[src/rtl/cim_host_sequencer.sv]
// rtl/cim_host_sequencer.sv - host-side r_w_cim/start/busy command sequencer for the DCIM macro
// One request in flight: encode op, pulse start, track the busy window, capture data, return one response.
module cim_host_sequencer #(
    parameter int DATA_W  = 64,
    parameter int TIMEOUT = 255,
    parameter int CNT_W   = 4
) (
    input  logic              clk,
    input  logic              rst_b,
    input  logic              req_valid,
    output logic              req_ready,
    input  logic [1:0]        req_op,
    input  logic [DATA_W-1:0] req_wdata,
    output logic              rsp_valid,
    input  logic              rsp_ready,
    output logic [1:0]        rsp_op,
    output logic [DATA_W-1:0] rsp_data,
    output logic [CNT_W-1:0]  rsp_cnt,
    output logic [1:0]        rsp_err,
    output logic [1:0]        r_w_cim,
    output logic              start,
    input  logic              busy,
    input  logic              rd_data_enable,
    input  logic              cim_data_enable,
    input  logic [DATA_W-1:0] macro_rdata,
    output logic [DATA_W-1:0] macro_wdata
);

    localparam int TMR_W = $clog2(TIMEOUT + 1);

    localparam logic [1:0] OP_RSVD  = 2'b00;
    localparam logic [1:0] OP_READ  = 2'b01;
    localparam logic [1:0] OP_CIM   = 2'b11;

    localparam logic [1:0] ERR_OK      = 2'b00;
    localparam logic [1:0] ERR_TIMEOUT = 2'b01;
    localparam logic [1:0] ERR_NODATA  = 2'b10;
    localparam logic [1:0] ERR_RSVD    = 2'b11;

    typedef enum logic [2:0] {
        IDLE,
        ISSUE,
        WAIT_BUSY,
        RUN,
        RESP
    } state_t;

    state_t              state_q, state_d;
    logic [1:0]          op_q, op_d;
    logic [DATA_W-1:0]   wdata_q, wdata_d;
    logic [DATA_W-1:0]   data_q, data_d;
    logic [CNT_W-1:0]    cnt_q, cnt_d;
    logic [1:0]          err_q, err_d;
    logic [TMR_W-1:0]    timer_q, timer_d;

    logic                start_pulse;
    logic                active;
    logic                expired;
    logic                strobe;
    logic                capture;

    assign active  = (state_q == ISSUE) || (state_q == WAIT_BUSY) || (state_q == RUN);
    // The TIMEOUT-th active cycle is the last one; the next edge lands in RESP.
    assign expired = active && (timer_q == TMR_W'(TIMEOUT - 1));

    assign strobe  = ((op_q == OP_READ) && rd_data_enable) ||
                     ((op_q == OP_CIM)  && cim_data_enable);
    assign capture = strobe && ((state_q == WAIT_BUSY) || ((state_q == RUN) && busy));

    always_comb begin
        state_d     = state_q;
        op_d        = op_q;
        wdata_d     = wdata_q;
        data_d      = data_q;
        cnt_d       = cnt_q;
        err_d       = err_q;
        timer_d     = timer_q;
        start_pulse = 1'b0;

        if (active) begin
            timer_d = timer_q + 1'b1;
        end

        if (capture) begin
            data_d = macro_rdata;
            if (cnt_q != '1) begin
                cnt_d = cnt_q + 1'b1;
            end
        end

        case (state_q)
            IDLE: begin
                if (req_valid) begin
                    op_d    = req_op;
                    wdata_d = req_wdata;
                    data_d  = '0;
                    cnt_d   = '0;
                    timer_d = '0;
                    if (req_op == OP_RSVD) begin
                        err_d   = ERR_RSVD;
                        state_d = RESP;
                    end else begin
                        err_d   = ERR_OK;
                        state_d = ISSUE;
                    end
                end
            end
            ISSUE: begin
                if (!busy) begin
                    start_pulse = 1'b1;
                    state_d     = WAIT_BUSY;
                end
            end
            WAIT_BUSY: begin
                if (busy) begin
                    state_d = RUN;
                end
            end
            RUN: begin
                if (!busy) begin
                    state_d = RESP;
                    err_d   = (((op_q == OP_READ) || (op_q == OP_CIM)) && (cnt_q == '0))
                              ? ERR_NODATA : ERR_OK;
                end
            end
            RESP: begin
                if (rsp_ready) begin
                    op_d    = OP_RSVD;
                    wdata_d = '0;
                    state_d = IDLE;
                end
            end
            default: begin
                state_d = IDLE;
            end
        endcase

        // Timeout wins over every other outcome, including a start due this cycle.
        if (expired) begin
            state_d     = RESP;
            err_d       = ERR_TIMEOUT;
            start_pulse = 1'b0;
        end
    end

    always_ff @(posedge clk or negedge rst_b) begin
        if (!rst_b) begin
            state_q <= IDLE;
            op_q    <= OP_RSVD;
            wdata_q <= '0;
            data_q  <= '0;
            cnt_q   <= '0;
            err_q   <= ERR_OK;
            timer_q <= '0;
        end else begin
            state_q <= state_d;
            op_q    <= op_d;
            wdata_q <= wdata_d;
            data_q  <= data_d;
            cnt_q   <= cnt_d;
            err_q   <= err_d;
            timer_q <= timer_d;
        end
    end

    assign req_ready   = (state_q == IDLE);
    assign rsp_valid   = (state_q == RESP);
    assign rsp_op      = op_q;
    assign rsp_data    = data_q;
    assign rsp_cnt     = cnt_q;
    assign rsp_err     = err_q;
    assign r_w_cim     = op_q;
    assign macro_wdata = wdata_q;
    assign start       = start_pulse;

endmodule

[config.mk]
export PLATFORM = sky130hd
export DESIGN_NAME = cim_host_sequencer
export DESIGN_NICKNAME = d
export VERILOG_FILES = /design/src/rtl/cim_host_sequencer.sv
export SDC_FILE = /design/constraint.sdc
export NUM_CORES = 1
export LEC_CHECK = 0
export CORE_UTILIZATION = 25
export DETAILED_ROUTE_END_ITERATION = 10
export HOLD_SLACK_MARGIN = 0.05
export MAX_ROUTING_LAYER = met4
export SLEW_MARGIN = 20
export SYNTH_ARGS = -nofsm -noshare
export SYNTH_HDL_FRONTEND = slang
export SYNTH_SLANG_ARGS = --single-unit
[constraint.sdc]
create_clock -name clk -period 2 [get_ports clk]
set_input_delay 0.4 -clock clk [delete_from_list [all_inputs] [get_ports clk]]
set_output_delay 0.4 -clock clk [all_outputs]
set_load 0.1 [all_outputs]
==> results.py <==
metrics = {
    "floorplan": {
        "start_util_pct": 25.80,
        "die_h_um": 155.8,
        "io_pins": 278,
        "fp.dieArea_sq_um": 24270,
        "core-area_sq_um": 22920,
        "fp.dieW_um": 155.8,
        "rows": 55,
    },
    "synthesis": {
        "async_reset_ff_share_pct": 100.0,
        "ys_seq_elements": 147,
        "synth_edf_count": 0,
        "synth_flop_cell": "dfrtp_1",
        "synth.avg_cell_area_sq_um": 12.72,
        "synth_top_area_share_pct": 62.21,
        "ys_warn_count": 0,
        "syn_nets": 606,
        "synth.area.top_cells": "dfrtp_1 62%, mux2i_1 11%, a22o_1 9.8%",
        "seq_area_frac_synth_pct": 62.21,
        "syn_area_sq_um": 5913,
        "yosysTopAreaCell": "dfrtp_1",
        "synth_cell_type_count": 36,
        "syn_inst": 465,
    },
    "setup_path": {
        "end_kind": "output port",
        "worstReg2RegStart": "state_q[2]",
        "crit_fanout": 4,
        "critPathLaunchType": "register",
        "worstPathRequired_ps": 1600,
        "arrival_ps": 1730,
        "crit_start": "timer_q[1]",
        "timing_worst_setup_path_type": "reg2out",
    },
    "place": {
        "placedCellCount": 1045,
        "hpwl_um": 12750,
        "place_congestion": 0.7360,
        "io_buffers": 277,
    },
    "grt": {
        "grt_max_degree": 49,
        "grt_pass1_wl_um": 26340,
        "gr-total-overflow": 0,
        "first_global_vias": 4857,
        "grt_use_total_pct": 14.77,
        "antenna_found_initial": 0,
    },
    "layout": {
        "final_cells": 1081,
        "antenna_cells": 0,
        "area_growth_pct": 63.44,
        "n_fill_cell": 2222,
        "multi_input_area_sq_um": 2041,
        "final_nets": 896,
        "seq_area_sq_um": 3681,
        "drive_above_1_share_pct": 28.13,
    },
    "sta": {
        "fmax_mhz": 469.2,
        "post-route-period-util_pct": 106.6,
        "setup_violations": 1,
        "fin_ws_ps": -131.3,
        "final-hold-violation-count": 0,
        "tightest_slew_ps": 428.8,
        "slew_viol_final": 0,
        "period_needed_ps": 2131,
        "rsz0062_at_grt": "true",
        "relSlewSlack_pct": 71.42,
        "clock_skew_ps": 13.11,
    },
    "clock_network": {
        "clock_latency_ps": 420,
        "clk_pin_slew_ps": 60,
        "cts_buffers": 17,
        "cts_sinks": 147,
        "cts.htree.levels": 4,
        "cts_tree": "built",
        "clk_path_buf_depth": 2,
        "root_buffer": "clkbuf_16",
    },
    "routing": {
        "antenna_left": 0,
        "viasPerCell": 4.382,
        "vias": 4737,
        "wire_per_inst_um": 16.10,
        "drt_first_pass_iters": 4,
        "drc_errors": 0,
        "routed_wl_um": 17400,
        "drt_iter0_drc": 184,
    },
    "outcome": {
        "status": "finished with violations",
        "failed_checks": "setup timing",
    },
    "min_path": {
        "hold_path.class": "in2async",
    },
    "run": {
        "cap_violations": 0,
    },
}
==> path summary, 6_finish.rpt <==
| check | end | slack (ps) | depth (start not counted) |
|---|---|---|---|
| setup reg to reg | macro_wdata[53] | 350 | 5 |
| min in group clk | macro_wdata[38] | 500 | 1 |
| hold reg to reg | macro_wdata[38] | 500 | 1 |
| hold / removal | rsp_data[5] | 480 | 2 |
| max in group asynchronous | rsp_data[43] | 930 | 3 |
| setup / recovery | start | -130 | 6 |
==> critical path, cell delays in order (launching register included) <==
cell and delay, ps:
dfrtp_1 390, ha_2 180, nand3_2 90, nor2_2 60, a21o_1 220, nor3_4 180, buf_12 210
==> registers in the layout, indices dropped and copies added (netlist names) <==
register / cells
macro_wdata: 64
rsp_data: 64
timer_q: 8
rsp_cnt: 4
state_q: 3
r_w_cim: 2
rsp_err: 2
==> synthesized netlist by cell type, types with 4 or more instances <==
master,count
mux2i_1,64
nor3_1,5
a22o_1,66
ha_1,4
xor2_1,4
nor2_1,82
nand4_1,5
nand2_1,6
clkbuf_1,7
buf_4,9
buf_2,15
mux2_2,4
inv_1,8
o21ai_0,7
dfrtp_1,147
==> layer usage <==
| metal | vias up | wire length (um) | global-route usage, % |
|---|---|---|---|
| li1 | 2224 | - | - |
| met4 | 0 | 173 | 4.528 |
| met2 | 220 | 7998 | 23.07 |
| met5 | - | 0 | - |
| met1 | 2284 | 7907 | 18.33 |
| met3 | 9 | 1323 | 4.417 |
==> cell families (layout without fill, tap and decap cells) <==
family / Yosys count / in the layout / synth area share (%)
adders and majority gates: 4 / 4 / 0.8464
muxes: 68 / 68 / 11.60
xor gates and xnor gates: 7 / 7 / 1.037
buffers and inverters: 42 / 345 / 3.936
AOI/OAI and AO/OA: 88 / 88 / 12.31
DFF: 147 / 147 / 62.21
and+or+nand+nor: 109 / 109 / 8.062
==> stage by stage <==
stage,area (sq um),setup TNS [ps],worst slack [ps],utilization (%),hold slack (ps)
after global placement,8967,-20.68,-20.68,39.13,356.4
after detailed placement,8967,-106.3,-29.27,39.13,354.4
after floorplan,5952,-168.5,-168.5,-,104.4
after CTS,9654,-167.5,-167.5,42.13,476.6
final,9664,-131.3,-131.3,42.17,483.2
after global routing,9664,-211.0,-211.0,42.17,492.6
==> placed cells by master, fill, tap and decap left out, types with 4 or more instances in the layout <==
cell | Yosys | routed
o21ai_0 | 7 | 7
nor3_1 | 5 | 4
mux2i_1 | 64 | 64
nor2_1 | 82 | 79
xor2_1 | 4 | 4
inv_1 | 8 | 8
clkdlybuf4s50_1 | 0 | 135
buf_4 | 9 | 150
a22o_1 | 66 | 66
buf_12 | 0 | 18
nand4_1 | 5 | 5
dfrtp_1 | 147 | 145
mux2_2 | 4 | 4
clkbuf_16 | 0 | 17
bufinv_16 | 0 | 5
nand2_1 | 6 | 5
clkinv_4 | 0 | 4
==> final cells by class <==
type | count | area share (%)
flip-flops and latches | 147 | 38.09
repair buffers | 305 | 29.58
multi-input cells | 276 | 21.12
clock buffers | 21 | 4.764
well taps | 313 | 4.052
clock inverters | 11 | 2.084
inverters | 8 | 0.3107
==> repair_timing <==
item                                   in CTS  in global routing
pin swaps                                   3                  1
resized for setup                           0                  1
hold buffers                                1                  0
setup buffers                               2                  1
setup endpoints to repair                   1                  2
endpoints found under the hold margin      35                  0
Power is not shown: default switching activity piles up to over one toggle a cycle in this logic, so the estimate is an artifact.
